===== config.mk =====
export PLATFORM = sky130hd
export DESIGN_NAME = raster_dispatch_flat
export DESIGN_NICKNAME = d
export VERILOG_FILES = /design/src/rtl/raster_dispatch_if.sv /design/src/rtl/raster_dispatch.sv /design/src/flat_wrapper.sv
export SDC_FILE = /design/constraint.sdc
export NUM_CORES = 1
export LEC_CHECK = 0
export CELL_PAD_IN_SITES_DETAIL_PLACEMENT = 1
export CELL_PAD_IN_SITES_GLOBAL_PLACEMENT = 2
export CORE_UTILIZATION = 34
export DETAILED_ROUTE_END_ITERATION = 12
export PLACE_DENSITY = 0.81
export SLEW_MARGIN = 20
export SYNTH_ARGS = -nofsm -noshare
export SYNTH_HDL_FRONTEND = slang
export SYNTH_SLANG_ARGS = --single-unit

===== constraint.sdc =====
create_clock -name clk -period 2.8 [get_ports clk]
set_clock_uncertainty 0.2 [all_clocks]
set_input_delay 0.7 -clock clk [delete_from_list [all_inputs] [get_ports clk]]
set_output_delay 0.7 -clock clk [all_outputs]
set_load 0.02 [all_outputs]

===== src/rtl/raster_dispatch_if.sv =====
// Triangle payload type and the setup/rasterizer handshake bundle for raster_dispatch.
// master = environment side (setup + rasterizer), slave = dispatcher side.
package raster_dispatch_pkg;
    localparam int unsigned COORD_W = 12;
    localparam int unsigned ID_W    = 16;

    typedef struct packed {
        logic               valid;
        logic [COORD_W-1:0] min_x;
        logic [COORD_W-1:0] max_x;
        logic [COORD_W-1:0] min_y;
        logic [COORD_W-1:0] max_y;
        logic [ID_W-1:0]    tri_id;
    } triangle_setup_t;
endpackage

interface raster_dispatch_if;
    import raster_dispatch_pkg::*;

    triangle_setup_t in_tri;
    logic            in_valid;
    logic            in_ready;
    triangle_setup_t rast_tri;
    logic            rast_start;
    logic            rast_done;
    logic            rast_busy;

    modport master (
        output in_tri, in_valid, rast_done, rast_busy,
        input  in_ready, rast_tri, rast_start
    );

    modport slave (
        input  in_tri, in_valid, rast_done, rast_busy,
        output in_ready, rast_tri, rast_start
    );
endinterface


===== src/rtl/raster_dispatch.sv =====
// Triangle scheduler: queues setup results, culls empty boxes, issues one triangle at a time.
// Optional perf counters are built only when RAST_DISPATCH_PERF_EN is defined.
module raster_dispatch
    import raster_dispatch_pkg::*;
#(
    parameter int unsigned DEPTH = 4,
    parameter int unsigned CNT_W = 32
) (
    input  logic             clk,
    input  logic             rst_n,
    raster_dispatch_if.slave bus,
    input  logic             flush,
    input  logic             frag_valid,
    input  logic             frag_ready,
    output logic             idle,
    output logic [CNT_W-1:0] tri_count,
    output logic [CNT_W-1:0] cull_count,
    output logic [CNT_W-1:0] frag_count,
    output logic [CNT_W-1:0] stall_count,
    output logic [CNT_W-1:0] busy_cycles
);

    localparam int unsigned PTR_W  = $clog2(DEPTH);
    localparam int unsigned CNT_QW = PTR_W + 1;

    typedef enum logic [1:0] {
        ST_IDLE  = 2'd0,
        ST_ISSUE = 2'd1,
        ST_RUN   = 2'd2
    } state_t;

    state_t          state_q, state_d;
    triangle_setup_t mem [DEPTH];
    logic [PTR_W-1:0] rd_ptr_q, wr_ptr_q;
    logic [CNT_QW-1:0] count_q, count_d;
    triangle_setup_t rast_tri_q, rast_tri_d;
    logic            rast_start_q;
    logic            idle_q;
    logic [CNT_W-1:0] tri_count_q;

    logic full, empty, accept, cull_c, push, pop;

    // Input side: empty bounding boxes are consumed without occupying a slot
    assign full         = (count_q == CNT_QW'(DEPTH));
    assign empty        = (count_q == '0);
    assign bus.in_ready = !full && !flush;
    assign accept       = bus.in_valid && bus.in_ready;
    assign cull_c       = !bus.in_tri.valid || (bus.in_tri.min_x > bus.in_tri.max_x) ||
                          (bus.in_tri.min_y > bus.in_tri.max_y);
    assign push         = accept && !cull_c;

    // Next-state and held-triangle update
    always_comb begin
        state_d    = state_q;
        rast_tri_d = rast_tri_q;
        pop        = 1'b0;
        case (state_q)
            ST_IDLE: begin
                if (!empty && !bus.rast_busy) begin
                    pop        = 1'b1;
                    rast_tri_d = mem[rd_ptr_q];
                    state_d    = ST_ISSUE;
                end
            end
            ST_ISSUE: state_d = ST_RUN;
            ST_RUN: begin
                if (bus.rast_done) begin
                    rast_tri_d.valid = 1'b0;
                    state_d          = ST_IDLE;
                end
            end
            default: state_d = ST_IDLE;
        endcase
    end

    // Occupancy; flush drops everything still queued, a same-cycle pop already took its entry
    always_comb begin
        count_d = count_q;
        if (flush) begin
            count_d = '0;
        end else begin
            count_d = count_q + CNT_QW'(push) - CNT_QW'(pop);
        end
    end

    always_ff @(posedge clk) begin
        if (push) begin
            mem[wr_ptr_q] <= bus.in_tri;
        end
    end

    always_ff @(posedge clk or negedge rst_n) begin
        if (!rst_n) begin
            rd_ptr_q <= '0;
            wr_ptr_q <= '0;
            count_q  <= '0;
        end else begin
            count_q <= count_d;
            if (flush) begin
                rd_ptr_q <= '0;
                wr_ptr_q <= '0;
            end else begin
                if (push) wr_ptr_q <= wr_ptr_q + PTR_W'(1);
                if (pop)  rd_ptr_q <= rd_ptr_q + PTR_W'(1);
            end
        end
    end

    always_ff @(posedge clk or negedge rst_n) begin
        if (!rst_n) begin
            state_q      <= ST_IDLE;
            rast_tri_q   <= '0;
            rast_start_q <= 1'b0;
            idle_q       <= 1'b1;
            tri_count_q  <= '0;
        end else begin
            state_q      <= state_d;
            rast_tri_q   <= rast_tri_d;
            rast_start_q <= (state_d == ST_ISSUE);
            idle_q       <= (count_d == '0) && (state_d == ST_IDLE) && !bus.rast_busy;
            if (rast_start_q) tri_count_q <= tri_count_q + CNT_W'(1);
        end
    end

    assign bus.rast_tri   = rast_tri_q;
    assign bus.rast_start = rast_start_q;
    assign idle           = idle_q;
    assign tri_count      = tri_count_q;

`ifdef RAST_DISPATCH_PERF_EN
    logic [CNT_W-1:0] cull_q, frag_q, stall_q, busy_q;

    // Fragment handshake and rasterizer occupancy snoop
    always_ff @(posedge clk or negedge rst_n) begin
        if (!rst_n) begin
            cull_q  <= '0;
            frag_q  <= '0;
            stall_q <= '0;
            busy_q  <= '0;
        end else begin
            if (accept && cull_c)            cull_q  <= cull_q + CNT_W'(1);
            if (frag_valid && frag_ready)    frag_q  <= frag_q + CNT_W'(1);
            if (frag_valid && !frag_ready)   stall_q <= stall_q + CNT_W'(1);
            if (bus.rast_busy)               busy_q  <= busy_q + CNT_W'(1);
        end
    end

    assign cull_count  = cull_q;
    assign frag_count  = frag_q;
    assign stall_count = stall_q;
    assign busy_cycles = busy_q;
`else
    logic unused_perf;
    assign unused_perf = ^{frag_valid, frag_ready};

    assign cull_count  = '0;
    assign frag_count  = '0;
    assign stall_count = '0;
    assign busy_cycles = '0;
`endif

endmodule


===== src/flat_wrapper.sv =====
// flat-port wrapper written by rule: the top's interface ports become plain ports
module raster_dispatch_flat import raster_dispatch_pkg::*;
#(
    parameter int unsigned DEPTH = 4,
    parameter int unsigned CNT_W = 32
)
  (clk, rst_n, flush, frag_valid, frag_ready, idle, tri_count, cull_count, frag_count, stall_count, busy_cycles, bus_in_tri, bus_in_valid, bus_rast_done, bus_rast_busy, bus_in_ready, bus_rast_tri, bus_rast_start);
  raster_dispatch_if bus_i ();
  input  logic clk;
  input  logic rst_n;
  input  logic flush;
  input  logic frag_valid;
  input  logic frag_ready;
  output logic idle;
  output logic [CNT_W-1:0] tri_count;
  output logic [CNT_W-1:0] cull_count;
  output logic [CNT_W-1:0] frag_count;
  output logic [CNT_W-1:0] stall_count;
  output logic [CNT_W-1:0] busy_cycles;
  input wire logic [$bits(bus_i.in_tri)-1:0] bus_in_tri;
  input wire logic [$bits(bus_i.in_valid)-1:0] bus_in_valid;
  input wire logic [$bits(bus_i.rast_done)-1:0] bus_rast_done;
  input wire logic [$bits(bus_i.rast_busy)-1:0] bus_rast_busy;
  output wire logic [$bits(bus_i.in_ready)-1:0] bus_in_ready;
  output wire logic [$bits(bus_i.rast_tri)-1:0] bus_rast_tri;
  output wire logic [$bits(bus_i.rast_start)-1:0] bus_rast_start;
  assign bus_i.in_tri = bus_in_tri;
  assign bus_i.in_valid = bus_in_valid;
  assign bus_i.rast_done = bus_rast_done;
  assign bus_i.rast_busy = bus_rast_busy;
  assign bus_in_ready = bus_i.in_ready;
  assign bus_rast_tri = bus_i.rast_tri;
  assign bus_rast_start = bus_i.rast_start;
  raster_dispatch #(.DEPTH(DEPTH), .CNT_W(CNT_W)) u_core (.clk(clk), .rst_n(rst_n), .bus(bus_i), .flush(flush), .frag_valid(frag_valid), .frag_ready(frag_ready), .idle(idle), .tri_count(tri_count), .cull_count(cull_count), .frag_count(frag_count), .stall_count(stall_count), .busy_cycles(busy_cycles));
endmodule

==> qor.txt <==
main flop type after synthesis = edfxtp_1
Sink Count = 368
Worst Path Max Fanout = 4
drt total wl = 35.1 mm
hold path cells = 1
max-cap check violation count = 0
# port buffers = 170
number of flops mapped to enable cells by yosys = 260
HPWL after DPL = 22.2 mm
Achievable Freq = 327 MHz
internal power = 11.9 mW
Power per Cell Area = 848 mW/mm^2
vias per inst = 4.52
Synth Cell Area = 0.0153 sq mm
Row Count = 77
Max Slew Vio Count = 0
Hold Path Class = in -> reg
count of warnings emitted by yosys = 0
Inserted Clock Buffers = 41
Min Clock Period, post-route = 3.06 ns
CTS root buffer = clkbuf_16
Synth area leader = edfxtp_1
Hold WS = 0.144 ns
initial antenna violation count = 2
die area = 0.0459 sq mm
core area = 0.0443 sq mm
post-synth cell types = 42
Avg Inst Size Synth = 17.6 sq um
RSZ-0062 raised after global routing = true
Worst Max-Slew Pin Slew = 0.719 ns
TNS Setup = -0.258 ns
worst reg2reg startpoint = u_core.count_q[1]
WL/cell = 20.0 um
largest net degree at the start of global routing = 43
GRT Total Usage = 15.4%
switching share of power = 28.7%
CP startpoint = bus_in_tri[62]
post-synthesis cell count = 870
I/O pin count = 301
GP Congestion = 0.707
Syn-to-layout area delta = 28.5%
Slew headroom = 52.1%
# H-tree levels = 2
Final nets = 1,237
failing checks = negative setup slack
Critical Path Start Type = input port
Lkg Pwr = 7.29 nW
DP Worst Slack = -1.40 ns
DP Cell Count = 1,665
Die Height = 214 um
Net Switching = 4.78 mW
post-route setup slack = -0.258 ns
crit path DAT = 3.33 ns
gr ovfl total = 0
r2r worst-path depth = 9
vias in the first global route = 8,627
1st-pass router iterations = 4
DRT antenna net count = 0
Post-synth top cells = edfxtp_1, buf_4, dfrtp_1
worst min-delay path startpoint = bus_in_tri[27]
CTS max path bufs = 3
die extent in x = 214 um
Final Cycle Share = 109%
CP Capture Type = flop
worst path required time = 3.07 ns
share of the synthesized area in the top cell type = 51.0%
FFs w/ async S/R, synth = 29.3%
final hold vios = 0
sequential power share = 41.3%
Starting Density = 34.5%
Non-Filler Instances = 1,757
sequential-to-total area share from yosys stat = 68.7%
Peak VDD IR = 0.000623 V
FF+latch count, synth = 368
status = finished with violations
via count = 7,949
drt initial violations = 346
clock-pin slew on the worst setup and hold paths = 0.06 ns
Diodes inserted = 0
CTS tree = yes
Final setup viols = 1
power share of the combinational group = 26.8%
layout cells sized above 1 = 31.5%
Residual DRC = 0
Clk pwr share = 31.9%
Crit Path Class = in -> reg
synth top area cells = edfxtp_1, dfrtp_1, mux4_2, buf_4, mux2_2
worst-skew pair later-pin latency = 0.56 ns
first-pass GRT wire length = 53.1 mm
cell with the most instances after synthesis = edfxtp_1
-- worst paths after layout --
path	end	slack [ns]
setup / recovery	u_core.idle	-0.26
hold / removal	u_core.mem[2][27]	0.14
setup reg to reg	u_core.idle	0.04
hold reg to reg	u_core.tri_count[31]	0.27
max in group asynchronous	u_core.idle	1.19
min in group asynchronous	u_core.bus.rast_tri[62]	0.49
-- layout by cell type, fill, tap and decap left out, types with 14 or more instances in the layout --
cell / netlist / routed
ha_4: 0 / 18
clkbuf_16: 0 / 41
clkdlybuf4s50_1: 0 / 120
conb_1: 1 / 128
buf_12: 0 / 17
edfxtp_1: 260 / 260
nor2_1: 19 / 17
buf_4: 135 / 51
dfrtp_1: 107 / 105
mux4_2: 65 / 65
inv_1: 36 / 22
xor2_1: 14 / 14
nand2_1: 16 / 14
mux2_2: 66 / 66
xnor2_1: 21 / 20
-- power groups by stage --
stage / combinational [mW] / sequential (mW) / clock, mW
2_1_floorplan: 2.12 / 7.54 / 0
3_3_place_gp: 4.37 / 6.99 / 0
3_5_place_dp: 4.46 / 7.02 / 0
4_1_cts: 4.52 / 6.91 / 5.49
5_1_grt: 4.78 / 6.98 / 5.67
6_report: 4.47 / 6.89 / 5.32
-- critical path, stage by stage --
cell,delay (ns)
clkdlybuf4s15_1,0.25
ha_4,0.27
a21oi_1,0.17
nand2_1,0.11
a221oi_2,0.26
a21oi_2,0.13
nor3_4,0.14
ha_2,0.21
fa_2,0.43
nor2b_4,0.14
or4_4,0.41
nor3_2,0.11
-- layer usage --
metal | GRT usage [%] | routed length [um] | vias to the layer above
li1 | - | - | 3541
met1 | 19.7 | 14900 | 4140
met2 | 25.7 | 17500 | 203
met3 | 3.33 | 1790 | 61
met4 | 5.45 | 897 | 4
met5 | 0 | 30 | -
-- stage by stage --
step	cell area [sq um]	total power [mW]	utilization, %
2_1_floorplan	15900	9.66	-
3_3_place_gp	17900	11.4	40.3
3_5_place_dp	17900	11.5	40.3
4_1_cts	19600	16.9	44.3
5_1_grt	19700	17.4	44.4
6_report	19700	16.7	44.4
-- what timing repair did --
action	4_1_cts	5_1_grt
hold buffers	1	0
setup buffers	11	2
hold endpoints to repair	36	0
pin swaps	22	26
gates resized for setup	156	80
gates cloned	6	0
setup endpoints to repair	265	229
-- area by class of cell --
cell class	count	area, sq um
well taps	592	741
repair buffers	242	2500
inverters	36	163
flip-flops and latches	368	10500
clock buffers	57	1130
multi-input cells	443	4410
clock inverters	19	213
fillers	4360	24600
-- kinds of logic (layout without fill, tap and decap cells) --
family,after synthesis,in the layout,synth area share (%)
buf+inv,186,354,7.94
fa+ha+maj,32,32,2.66
flops,368,368,68.7
xor+xnor,35,35,2.00
simple gates,92,92,3.26
compound gates,23,23,0.850
other cells,1,128,0.0245
mux,133,133,14.6
-- sequential cells by signal, summed over array words and instances (netlist names) --
register               flops
u_core.idle                1
u_core.mem               260
u_core.count_q             3
u_core.wr_ptr_q            2
u_core.bus.rast_start      1
u_core.state_q             2
u_core.rd_ptr_q            2
u_core.tri_count          32
u_core.bus.rast_tri       65
Note: power is estimated with default switching activity, not from simulation.
